File: config.mk
export PLATFORM = sky130hd
export DESIGN_NAME = corr_lag_sched
export DESIGN_NICKNAME = d
export VERILOG_FILES = /design/src/rtl/corr_pkg.sv /design/src/rtl/corr_tick_div.sv /design/src/rtl/corr_lag_sched.sv
export SDC_FILE = /design/constraint.sdc
export NUM_CORES = 1
export LEC_CHECK = 0
export CAP_MARGIN = 20
export CORE_AREA = 10 10 130 132
export DETAILED_ROUTE_END_ITERATION = 10
export DIE_AREA = 0 0 140 142
export GPL_TIMING_DRIVEN = 0
export SLEW_MARGIN = 30
export SYNTH_ARGS = -nofsm -noshare
export SYNTH_HDL_FRONTEND = slang
export SYNTH_SLANG_ARGS = --single-unit
File: constraint.sdc
create_clock -name clk -period 4.3 [get_ports clk]
set_clock_uncertainty 0.15 [all_clocks]
set_input_delay 1.29 -clock clk [delete_from_list [all_inputs] [get_ports clk]]
set_output_delay 1.29 -clock clk [all_outputs]
set_load 0.01 [all_outputs]
File: src/rtl/corr_pkg.sv
`default_nettype none
// +-------------------------------------------------------------------------+
// | corr_pkg - shared constants and state encoding for the lag sequencer     |
// | Rev 1.0                                                                  |
// +-------------------------------------------------------------------------+
package corr_pkg;
  localparam int NLAG    = 64;
  localparam int LAG_W   = $clog2(NLAG);
  // One strobe cycle plus one shift-setup cycle on top of the lag burst
  localparam int MIN_DIV = NLAG + 2;

  typedef enum logic [2:0] {
    ST_IDLE   = 3'd0,
    ST_CLR    = 3'd1,
    ST_WAIT   = 3'd2,
    ST_STROBE = 3'd3,
    ST_BURST  = 3'd4,
    ST_FEND   = 3'd5
  } state_t;
endpackage
`default_nettype wire

File: src/rtl/corr_tick_div.sv
`default_nettype none
// +-------------------------------------------------------------------------+
// | corr_tick_div - free-running sample divider, tick on count == div-1      |
// | Rev 1.0                                                                  |
// +-------------------------------------------------------------------------+
module corr_tick_div
  import corr_pkg::*;
#(
  parameter int DIV_W = 16
) (
  input  logic             clk,
  input  logic             rst_n,
  input  logic             en,
  input  logic             clr,
  input  logic [DIV_W-1:0] div,
  output logic             tick
);
  logic [DIV_W-1:0] cnt;

  assign tick = en && (cnt == (div - DIV_W'(1)));

  always_ff @(posedge clk or negedge rst_n) begin
    if (!rst_n) begin
      cnt <= '0;
    end else if (clr) begin
      cnt <= '0;
    end else if (en) begin
      cnt <= tick ? '0 : cnt + DIV_W'(1);
    end
  end
endmodule
`default_nettype wire

File: src/rtl/corr_lag_sched.sv
`default_nettype none
// +-------------------------------------------------------------------------+
// | corr_lag_sched - sample strobe, lag burst tagging and frame sequencing   |
// | Rev 1.0                                                                  |
// +-------------------------------------------------------------------------+
module corr_lag_sched
  import corr_pkg::*;
#(
  parameter int DIV_W = 16,
  parameter int FRM_W = 24
) (
  input  logic             clk,
  input  logic             rst_n,
  input  logic             start,
  input  logic             stop,
  input  logic [DIV_W-1:0] cfg_div,
  input  logic [FRM_W-1:0] cfg_frame,
  output logic             sin_o,
  output logic             lag_valid,
  output logic [LAG_W-1:0] lag_idx,
  output logic             acc_clr,
  output logic             frame_done,
  output logic             overrun,
  output logic             busy
);
  state_t           state, state_nxt;
  logic [DIV_W-1:0] div_eff;
  logic [FRM_W-1:0] frame_lim, scnt, scnt_nxt;
  logic [LAG_W:0]   bcnt, bcnt_nxt;
  logic             stop_flag, tick, last_lag, cnt_en, cnt_clr, drop, lag_nxt;

  assign cnt_en   = (state == ST_WAIT) || (state == ST_STROBE) || (state == ST_BURST);
  assign cnt_clr  = (state == ST_CLR) || (state == ST_IDLE);
  assign last_lag = (state == ST_BURST) && (bcnt == (LAG_W+1)'(NLAG));
  // A tick on the final lag cycle chains straight into the next strobe
  assign drop     = tick && ((state == ST_STROBE) || ((state == ST_BURST) && !last_lag));
  assign lag_nxt  = (state_nxt == ST_BURST) && (bcnt_nxt != '0);

  corr_tick_div #(.DIV_W(DIV_W)) u_div (
    .clk   (clk),
    .rst_n (rst_n),
    .en    (cnt_en),
    .clr   (cnt_clr),
    .div   (div_eff),
    .tick  (tick)
  );

  always_comb begin
    state_nxt = state;
    scnt_nxt  = scnt;
    bcnt_nxt  = bcnt;
    case (state)
      ST_IDLE:   if (start) state_nxt = ST_CLR;
      ST_CLR: begin
        scnt_nxt  = '0;
        state_nxt = ST_WAIT;
      end
      ST_WAIT:   if (tick) state_nxt = ST_STROBE;
      ST_STROBE: begin
        scnt_nxt  = scnt + FRM_W'(1);
        bcnt_nxt  = '0;
        state_nxt = ST_BURST;
      end
      ST_BURST: begin
        if (!last_lag) begin
          bcnt_nxt = bcnt + (LAG_W+1)'(1);
        end else if (scnt == frame_lim) begin
          state_nxt = ST_FEND;
        end else if (tick) begin
          state_nxt = ST_STROBE;
        end else begin
          state_nxt = ST_WAIT;
        end
      end
      ST_FEND:   state_nxt = (stop_flag || stop) ? ST_IDLE : ST_CLR;
      default:   state_nxt = ST_IDLE;
    endcase
  end

  always_ff @(posedge clk or negedge rst_n) begin
    if (!rst_n) begin
      state      <= ST_IDLE;
      scnt       <= '0;
      bcnt       <= '0;
      div_eff    <= '0;
      frame_lim  <= '0;
      stop_flag  <= 1'b0;
      overrun    <= 1'b0;
      sin_o      <= 1'b0;
      lag_valid  <= 1'b0;
      lag_idx    <= '0;
      acc_clr    <= 1'b0;
      frame_done <= 1'b0;
      busy       <= 1'b0;
    end else begin
      state <= state_nxt;
      scnt  <= scnt_nxt;
      bcnt  <= bcnt_nxt;
      if ((state == ST_IDLE) && start) begin
        div_eff   <= (cfg_div < DIV_W'(MIN_DIV)) ? DIV_W'(MIN_DIV) : cfg_div;
        frame_lim <= (cfg_frame == '0) ? FRM_W'(1) : cfg_frame;
        overrun   <= 1'b0;
      end else if (drop) begin
        overrun <= 1'b1;
      end
      if (state == ST_IDLE) stop_flag <= 1'b0;
      else if (stop)        stop_flag <= 1'b1;
      sin_o      <= (state_nxt == ST_STROBE);
      lag_valid  <= lag_nxt;
      lag_idx    <= lag_nxt ? LAG_W'(bcnt_nxt - (LAG_W+1)'(1)) : '0;
      acc_clr    <= (state_nxt == ST_CLR);
      frame_done <= (state_nxt == ST_FEND);
      busy       <= (state_nxt != ST_IDLE);
    end
  end
endmodule
`default_nettype wire

After elaboration in Yosys (flattened, before gate mapping)
Cells that the tools add are included.
- bits of input ports: 44
- latch bits: 0
- memory bits (writable): 0
- memories: 0
- output and inout port bits: 12
- word-level logic and storage cells: 72
- bits in registers: 103
- memory bits (read-only): 0
- magnitude comparators: 1
- reduce and logical (&&, ||, !) cells: 20
- muxes and demuxes: 20
- bitwise logic cells: 0
- multiply operators: 0
- divide/modulo/power cells: 0
- equality and inequality tests: 12
- $add $sub $neg: 5
- shifts and indexed selects: 0
- operator list (operator ; number):
    16-bit 2-to-1 mux ; 4
    24-bit one-hot mux with 2 select lines ; 1
    24-bit by 1-bit adder with 24-bit output (second input constant) ; 1
    24-bit equality test ; 1
    24-bit logical NOT ; 1
    24-bit 2-to-1 mux ; 1
    3-bit one-hot mux with 6 select lines ; 1
    16-bit by 1-bit adder with 16-bit output (second input constant) ; 1
    16-bit equality test ; 1
    16-bit by 7-bit < comparator with 1-bit output (second input constant) ; 1
    16-bit by 1-bit subtractor with 16-bit output (second input constant) ; 1
    7-bit one-hot mux with 2 select lines ; 1
    3-bit equality test (second input constant) ; 4
    3-bit 2-to-1 mux ; 4
    3-bit by 2-bit equality test with 1-bit output (second input constant) ; 3
    2-bit nonzero test ; 4
    7-bit by 1-bit adder with 7-bit output (second input constant) ; 1
    7-bit equality test (second input constant) ; 1
    7-bit 2-to-1 mux ; 1
    7-bit nonzero test ; 1
    3-bit by 1-bit equality test with 1-bit output (second input constant) ; 2
    1-bit logical AND ; 6
    1-bit 2-to-1 mux ; 6
    6-bit 2-to-1 mux ; 1
    other kinds (5) ; 9

Logic depth before layout (Yosys ltp)
- depth in word-level cells: 11
- mapped depth: 13
- mapped depth without buffers: 11

Modules after synthesis
A second synthesis with hierarchy kept.
- cell total of the unflattened synthesis: 662
- area, all modules: 5883.1 µm²
- by module, submodules not included (module ; cells an instance ; area an instance (µm²) ; instances ; sequential area each (µm²)):
    corr_lag_sched ; 459 ; 4222.8 ; 1 ; 2177.1
    corr_tick_div ; 203 ; 1660.3 ; 1 ; 400.4

Least setup slack after synthesis
OpenSTA, ideal clock, no wires.
- path type: reg2reg
- start: register div_eff[0]
- end: register u_div.cnt[5]
- arrival: 2.479 ns
- data required time: 4.026 ns
- setup slack: 1.547 ns
- period minus slack after synthesis: 2.753 ns
- cell stages (with the launch flop): 14
- cells stage by stage: dfrtp_1 clkbuf_1 inv_1 ha_1 clkbuf_1 nor3b_1 xnor2_1 nor3_1 and4_4 nand4_2 o22ai_4 buf_6 nor2_1 a211o_1
- longest elaborated chain between the ends: 6
- ends and longest elaborated chain (what ; line ; source):
    from (decl) ; corr_lag_sched.sv:27 ; logic [DIV_W-1:0] div_eff;
    from (signal assigned) ; corr_lag_sched.sv:100 ; div_eff <= (cfg_div < DIV_W'(MIN_DIV)) ? DIV_W'(MIN_DIV) : cfg_div;
    16-bit by 1-bit subtractor with 16-bit output ; corr_tick_div.sv:20 ; assign tick = en && (cnt == (div - DIV_W'(1)));
    16-bit equality test ; corr_tick_div.sv:20 ;
    1-bit logical AND ; corr_tick_div.sv:20 ;
    16-bit 2-to-1 mux ; corr_tick_div.sv:28 ; cnt <= tick ? '0 : cnt + DIV_W'(1);
    16-bit 2-to-1 mux ; corr_tick_div.sv:27 ; end else if (en) begin
    16-bit 2-to-1 mux ; corr_tick_div.sv:25 ; end else if (clr) begin
    to (signal assigned) ; corr_tick_div.sv:28 ;
    to (decl) ; corr_tick_div.sv:18 ; logic [DIV_W-1:0] cnt;
Every way passes these cells. The select of a mux whose other input is x is not followed.
A chain may end at the register's enable or synchronous reset.

Worst setup path in the final report
Ends and elaborated chain as after synthesis.

==> results.yml <==
die:
  die_h_um: 142
  io_pins: 56
  rows: 44
  floorplan.initialDensity: 0.3896
  die_x_um: 140
  core_um2: 14310
  die_area_um2: 19880
synth:
  ys_seq_area_frac: 0.4622
  ys_ff_latch: 103
  syn_inst: 616
  synthFlopType: "dfrtp_1"
  async_flop_share: 1.000
  yosysWarnings: 0
  synth.area.top_cells: "dfrtp_1 (46%), nand2_1 (9.5%), xor2_1 (3.9%)"
  synth_top_area_frac: 0.4622
  synth_nets: 667
  syn-cell-area_um2: 5577
  yosysTopAreaCell: "dfrtp_1"
  yosys.cell_types.count: 58
  synth_edf_count: 0
  synth_area_per_cell_um2: 9.053
sta:
  setup_slack_ns: 1.042
  fin_crit_ns: 3.258
  slew_viol_final: 0
  min_period_over_period: 0.7578
  rsz0062_at_grt: "false"
  worst_pin_slew_ns: 0.8320
  maxSlewHeadroom: 0.4402
  finalSetupViolCount: 0
  fmax_ghz: 0.3069
  hold_viol_final: 0
routing:
  drt-initial-drc-count: 313
  vias: 4616
  dr.pass1.iters: 4
  routedWlPerCell_um: 15.77
  viasPerCell: 5.294
  drt-total-wl_um: 13750
  detail-route-antenna-nets: 0
  drc: 0
pwr:
  peakVddDrop_mv: 0.2606
  power_density_nw_per_um2: 576.0
  p_leak_nw: 3.077
placed_design:
  routabilityCongestion: 0.8635
  pre_cts_ws_ns: 0.8317
  portBuffers: 55
  dp_hpwl_um: 10360
clocking:
  clock_tree.buffer_depth: 2
  hold_buffers: 0
  cts.sinks: 103
  postCtsSetupRepairBufs: 0
  clk_pin_slew_ns: 0.07
  cts_buffers: 9
  clock-root-buffer: "clkbuf_16"
  clock_latency_ns: 0.35
  cts_resized: 0
  h-tree-depth: 3
  cts_tree: "done"
critical_path:
  critPathMostFrequentCell: "clkbuf_1"
  startpoint: "div_eff[0]"
  worstSetupPathType: "reg -> reg"
  worstPathCellList: "clkbuf_1, inv_1, ha_1, clkbuf_1, nor3b_1, xnor2_1, nor3_1, and4_4, nand4_2, o22ai_4, buf_6, nor2_1, a211o_1"
  crit_buf_inv: 4
  worst_setup_path_end_kind: "flop"
  path_max_fanout: 10
  critical_path_arrival_ns: 3.34
  slowest_delay_ns: 0.38
  cp_slowest_cell: "clkbuf_1"
  r2r_slack_ns: 1.04
  r2r_cells: 13
  cp-start-kind: "flop"
  r2r_start: "div_eff[0]"
  cpLargestDelayFamily: "simple AND/OR/NAND/NOR gates"
  cp.required_ns: 4.38
  r2r_end: "u_div.cnt[5]"
  cp_num_cells: 13
layout:
  mostFrequentLayoutCell: "nand2_1"
  final_cell_mix: "nand2_1 (141), dfrtp_1 (103), clkdlybuf4s50_1 (54)"
  fin_nets: 734
  syn2layout_area_growth_pct: 20.64
  multi_input_area_um2: 2867
  fill_cells: 1415
  n_antenna_cell: 0
  layout-drive-gt1-share: 0.05669
  ff_latch_area_um2: 2577
  post-route-util: 0.4700
min_path:
  min_from: "frame_lim[23]"
  whs_endpoint: "frame_lim[23]"
  whs_path_depth: 2
  holdCritPathClass: "reg -> reg"
global_routing:
  grt_pass1_wl_um: 23330
  grt_overflow: 0
  grt_pass1_vias: 4677
  grt_antenna_before_repair: 0
  grt_util_all_layers: 0.1416
  grt_max_degree: 59
run:
  drv_cap: 0
outcome:
  run_status: "completed"
## synth_stat cells (6+ instances only)
cell type / count
nand3_1: 26
xnor2_1: 23
nand2_1: 141
and3_1: 18
o31ai_1: 7
xor2_1: 25
dfrtp_1: 103
o21bai_1: 9
nor3b_1: 9
a21oi_1: 6
a22o_1: 7
nand2b_1: 10
nor4_1: 17
ha_1: 7
nor2_1: 28
a21o_1: 10
o21ai_0: 36
nand4_1: 16
o211ai_1: 7
clkbuf_1: 20
inv_1: 11
nor3_1: 14
## power by group
part	switching (mW)	leakage, nW	total [mW]	internal, mW
clock	0.378	0.162	0.912	0.534
combinational	0.847	1.56	1.47	0.627
sequential	0.265	1.36	1.49	1.22
total	1.49	3.08	3.88	2.39
## flip-flops by register name, summed over array words and instances (netlist names)
| signal | flops |
|---|---|
| state | 3 |
| stop_flag | 1 |
| frame_lim | 24 |
| bcnt | 7 |
| lag_idx | 6 |
| scnt | 24 |
| lag_valid | 1 |
| frame_done | 1 |
| busy | 1 |
| overrun | 1 |
| sin_o | 1 |
| u_div.cnt | 16 |
| acc_clr | 1 |
| div_eff | 16 |
## cells by family after synthesis
kind of cell	after synthesis	share of synthesized area
AO/OA/AOI/OAI	108	0.1310
adder cells (fa/ha/maj)	7	0.01570
multiplexers	5	0.009199
buffers and inverters	34	0.02558
AND/OR/NAND/NOR	311	0.2809
XOR/XNOR	48	0.07539
flip-flops	103	0.4622
## per-layer routing
metal	routed length, um	vias up	GRT usage
met5	0	-	0
met1	6723	2202	0.1818
li1	-	2315	-
met2	6347	89	0.2331
met3	562	10	0.03939
met4	121	0	0.02989
## worst reg2reg max path, stage by stage, from the launching register on
cell and delay [ns]:
dfrtp_1 0.36, clkbuf_1 0.18, inv_1 0.12, ha_1 0.14
clkbuf_1 0.38, nor3b_1 0.30, xnor2_1 0.09, nor3_1 0.30
and4_4 0.27, nand4_2 0.13, o22ai_4 0.23, buf_6 0.19
nor2_1 0.06, a211o_1 0.23
## through the flow
step | TNS, ns | hold WS (ns) | std cells | power (mW) | cell area [um2]
global placement | -225.28 | 0.3353 | 855 | 2.942 | 6357
detailed placement | 0 | 0.3392 | 856 | 2.987 | 6391
floorplan | 0 | 0.3117 | 616 | 2.491 | 5577
CTS | 0 | 0.3573 | 872 | 3.907 | 6723
finish | 0 | 0.3540 | 872 | 3.875 | 6728
global route | 0 | 0.3750 | 872 | 4.181 | 6728
## worst max-delay path by stage
stage / end / slack, ns
6_report: u_div.cnt[5] / 1.04
5_1_grt: u_div.cnt[5] / 0.77
4_1_cts: u_div.cnt[5] / 1.04
3_5_place_dp: div_eff[1] / 0.83
3_3_place_gp: frame_lim[7] / -2.20
2_1_floorplan: u_div.cnt[5] / 1.55
## final cells by class
type                    instances  share of cell area
well taps                     184             0.03422
clock inverters                 5             0.01320
plain buffers                  23             0.01506
repair buffers                 56             0.08611
inverters                      11            0.006137
flip-flops and latches        103              0.3831
clock buffers                  11             0.03608
multi-input cells             479              0.4261
Power figures use the tool's default switching activity.
==> edit 1, RTL diff (same settings) <==
Reset style: synchronous (`rst_n`), changed in 2 clocked blocks.
--- a/src/rtl/corr_tick_div.sv
+++ b/src/rtl/corr_tick_div.sv
@@ -20,5 +20,5 @@
   assign tick = en && (cnt == (div - DIV_W'(1)));
 
-  always_ff @(posedge clk or negedge rst_n) begin
+  always_ff @(posedge clk) begin
     if (!rst_n) begin
       cnt <= '0;
--- a/src/rtl/corr_lag_sched.sv
+++ b/src/rtl/corr_lag_sched.sv
@@ -78,5 +78,5 @@
   end
 
-  always_ff @(posedge clk or negedge rst_n) begin
+  always_ff @(posedge clk) begin
     if (!rst_n) begin
       state      <= ST_IDLE;
Function: differs if rst_n is asserted again (counterexample within 4 cycles, from zero or initial values and one cycle with rst_n low); with rst_n held inactive, the same outputs for 10 cycles.
==> edit 1 against the unedited design <==
- sequential cell count is the same
- setup slack lost 150 ps
- synthesized area shrank 0.49%
- critical endpoint is now lag_idx[2]$_SDFF_PN0_
- via count grew 7.7%
- cell area shrank 2.1%
- wire length grew 8.5%
- highest routed layer unchanged
- non-clock buffer count grew 10
Power is not compared: it rests on default switching activity, and its combinational part moved more than twofold at a synthesized area within 25%.
==> edit 1: results <==
metrics = {
    "cells_and_area": {
        "diodes": 0,
        "fill_cells": 1442,
        "reg_top3": "frame_lim: 24 flops, scnt: 24 flops",
        "nNetsFinal": 779,
        "layout-drive-gt1-share_pct": 3.552,
    },
    "cts": {
        "root_buffer": "clkbuf_16",
        "post_cts_resized": 0,
        "insertion_delay_ps": 360,
        "cts_buffers": 9,
        "post_cts_buffers": 0,
        "holdBufCountCts": 0,
        "clockBufferDepth": 2,
        "ctsHtreeMaxLevel": 3,
        "cts.clk_slew.worst_paths_ps": 60,
    },
    "synthesis": {
        "synth.yosys.warnings": 0,
        "synth_ff_type": "dfxtp_1",
        "ys_async_sr_fraction_pct": 0,
        "ys_seq_area_share_pct": 37.16,
        "syn_nets": 714,
        "yosys.area.top_type_share_pct": 37.16,
        "synth_top_cells_by_area": "dfxtp_1 37%, xnor2_1 7.9%, nand2_1 6.8%",
        "ys_types": 66,
        "synth_common_cells": "103 x dfxtp_1, 100 x nand2_1, 50 x xnor2_1",
    },
    "global_route": {
        "grtUsageTotal_pct": 14.96,
        "grtUsageMet1_pct": 17.48,
        "antenna_found_initial": 0,
        "grtUsageMet2_pct": 26.23,
        "grt_use_met3_pct": 2.203,
        "grt_start_max_net_pins": 15,
        "grt_pass1_wl_um": 24610,
    },
    "drt": {
        "wl_per_cell_um": 16.30,
        "drt_iter0_drc": 418,
        "num_vias": 4971,
        "drtPass1Iterations": 5,
    },
    "critical_path": {
        "path_max_fanout": 10,
        "cp.arrival_ps": 3480,
    },
    "placed_design": {
        "placed_area_sq_mm": 0.006320,
        "dp_hpwl_um": 11510,
        "port_buffers": 54,
        "place_congestion": 0.8881,
    },
    "pwr": {
        "vdd_drop_max_uv": 185.4,
        "cellLeakagePower_nw": 2.388,
    },
    "die": {
        "initial_core_util_pct": 38.77,
    },
    "sta": {
        "worst_pin_slew_ps": 927.0,
    },
    "run": {
        "max_cap_viol_count": 0,
    },
    "outcome": {
        "status": "completed",
    },
    "worst_hold_path": {
        "worstHoldPathType": "reg2reg",
    },
}
==> edit 1: layer usage <==
metal | vias to the layer above | share of wire (%)
li1 | 2512 | -
met1 | 2310 | 44
met2 | 120 | 49
met3 | 29 | 4.1
met4 | 0 | 2.8
met5 | - | 0
==> edit 1: kinds of logic (layout without fill, tap and decap cells) <==
family | after synthesis | after routing | share of synthesized area (%)
buffers and inverters | 45 | 113 | 3.270
adders and majority gates | 6 | 6 | 1.353
DFF | 103 | 103 | 37.16
and+or+nand+nor | 301 | 301 | 28.77
muxes | 12 | 12 | 2.187
xor gates and xnor gates | 61 | 61 | 9.628
AOI/OAI and AO/OA | 136 | 136 | 17.63
==> edit 1: where the power goes <==
part | internal, mW | total, mW | switching [mW] | leakage (nW)
Sequential | 0.987 | 1.02 | 0.0322 | 0.837
Clock | 0.417 | 0.760 | 0.343 | 0.132
Combinational | 0.139 | 0.299 | 0.160 | 1.42
Total | 1.54 | 2.08 | 0.535 | 2.39
==> edit 1: critical path, cell delays in order (launching register included) <==
cell      delay, ps
dfxtp_1         410
clkbuf_1        330
or3b_2          570
a31o_2          290
nand3_1          90
o21ai_0         140
inv_1            90
ha_1            190
inv_1            40
or3_1           400
o211ai_1        480
nor3b_1         100
==> edit 1: cell type report <==
class                      instances  share of cell area (%)
timing repair buffer              54                   8.208
tap                              184                   3.496
inverter                          10                  0.5700
buffer                            35                   2.185
sequential                       103                   31.31
clock buffer                      13                   3.952
clock inverter                     1                 0.07600
multi-input combinational        516                   50.20
==> edit 1: path summary, 6_finish.rpt <==
path | startpoint | endpoint | slack [ps] | cells past startpoint
worst min register to register | div_eff[15]$_SDFFE_PN0P_ | div_eff[15]$_SDFFE_PN0P_ | 330 | 2
worst max register to register | state[2]$_SDFF_PN0_ | lag_idx[2]$_SDFF_PN0_ | 890 | 11
worst min-delay path | div_eff[15]$_SDFFE_PN0P_ | div_eff[15]$_SDFFE_PN0P_ | 330 | 2
worst max-delay path | state[2]$_SDFF_PN0_ | lag_idx[2]$_SDFF_PN0_ | 890 | 11
==> edit 1: stage by stage <==
step | instances | worst slack (ps) | utilization, % | power, mW | hold slack, ps
after floorplan | 664 | 1323 | - | 1.224 | 305.1
after global placement | 902 | 850.7 | 44.15 | 1.333 | 317.8
after detailed placement | 902 | 830.4 | 44.15 | 1.341 | 322.3
after CTS | 916 | 871.3 | 46.01 | 2.102 | 331.2
after global routing | 916 | 606.1 | 46.01 | 2.165 | 354.9
final | 916 | 891.3 | 46.01 | 2.079 | 325.8
==> edit 2, RTL diff (same flow settings) <==
Without the edit above. `DIV_W` is set to 16 in 2 places; all go to 32.
--- a/src/rtl/corr_tick_div.sv
+++ b/src/rtl/corr_tick_div.sv
@@ -7,5 +7,5 @@
   import corr_pkg::*;
 #(
-  parameter int DIV_W = 16
+  parameter int DIV_W = 32
 ) (
   input  logic             clk,
--- a/src/rtl/corr_lag_sched.sv
+++ b/src/rtl/corr_lag_sched.sv
@@ -7,5 +7,5 @@
   import corr_pkg::*;
 #(
-  parameter int DIV_W = 16,
+  parameter int DIV_W = 32,
   parameter int FRM_W = 24
 ) (
Interface: changed (resized cfg_div); port bits go from 56 to 72. No check against the original RTL was run, so the function may have changed too.
==> edit 2 against the unedited design <==
- critical path depth down 1
- synthesized area up 43%
- setup slack got worse by 160 ps
- combinational power grew 37%
- hold slack worse by 9.2 ps
- sequential share of layout area down 2.9 points
- total power is 41% higher
- maximum frequency decreased by 4.8%
- wire length up 59%
- sequential power up 32%
- critical path type unchanged
- count of clock-buffer cells in the layout grew 7
- largest power group is now combinational logic
- cell area grew 42%
- sequential cell count grew 32
==> edit 2: results <==
metrics = {
    "synthesis": {
        "ys_types": 65,
        "synth_top_cells_by_area": "dfrtp_1 42%, nand2_1 11%, xnor2_1 5.1%",
        "synth_compound_gate_area_share_pct": 12.36,
        "syn_nets": 1015,
        "synth_common_cells": "231 x nand2_1, 135 x dfrtp_1, 48 x o21ai_0",
        "synth_xor_area_share_pct": 8.391,
    },
    "pwr": {
        "vdd_drop_max_uv": 335.0,
        "cellLeakagePower_nw": 3.975,
        "swShare_pct": 39.49,
    },
    "cells_and_area": {
        "fill_cells": 1232,
        "multi_input_gates": 730,
        "nClkBuffers": 18,
        "layout-drive-gt1-share_pct": 5.703,
        "bufAreaShareNonClock_pct": 10.27,
        "buffers": 123,
        "seq_area_share_pct": 35.38,
        "reg_top3": "div_eff: 32 flops, u_div.cnt: 32 flops",
    },
    "worst_hold_path": {
        "hold_end": "overrun$_DFFE_PN0P_",
        "min_path_cells": 1,
    },
    "critical_path": {
        "cp_slowest_cell": "or4_1",
        "cp_slowest_stage_delay_ps": 480,
        "cp.arrival_ps": 3550,
    },
    "outcome": {
        "status": "completed",
    },
    "drt": {
        "drtPass1Iterations": 5,
        "num_vias": 7169,
    },
    "global_route": {
        "grt_pass1_wl_um": 36410,
        "first_global_vias": 7350,
    },
    "sta": {
        "setup_slack_ps": 876.9,
    },
    "cts": {
        "ctsHtreeMaxLevel": 4,
    },
}
-- edit 2: cell count changes after synthesis, moves of 15 or more --
cell      delta
nor2_1      +17
dfrtp_1     +32
inv_1       +22
xnor2_1     +23
nand3_1     +20
nand2_1     +90
clkbuf_1    +15
-- edit 2: power groups by stage --
stage               logic, mW  clock network (mW)  registers (mW)
floorplan                1.45                   0            1.88
global route             2.29                1.53            2.01
finish                   2.02                1.46            1.97
detailed placement       2.01                   0            1.99
CTS                      2.02                1.47            1.97
global placement         1.97                   0            1.98
-- edit 2: metal layers --
metal	track usage, %	share of wire, %
met3	4.172	3.6
met5	0	0
met1	25.85	42
met4	10.65	3.7
met2	38.80	51
-- edit 2: through the flow --
stage,utilization (%),hold WS [ps],cell area [sq um],instances,power [mW]
finish,66.70,344.8,9548,1236,5.449
global route,66.70,372.9,9548,1236,5.823
CTS,66.70,349.7,9548,1236,5.461
detailed placement,62.62,333.3,8964,1205,3.996
global placement,62.31,331.6,8919,1203,3.952
floorplan,-,311.8,7978,948,3.332
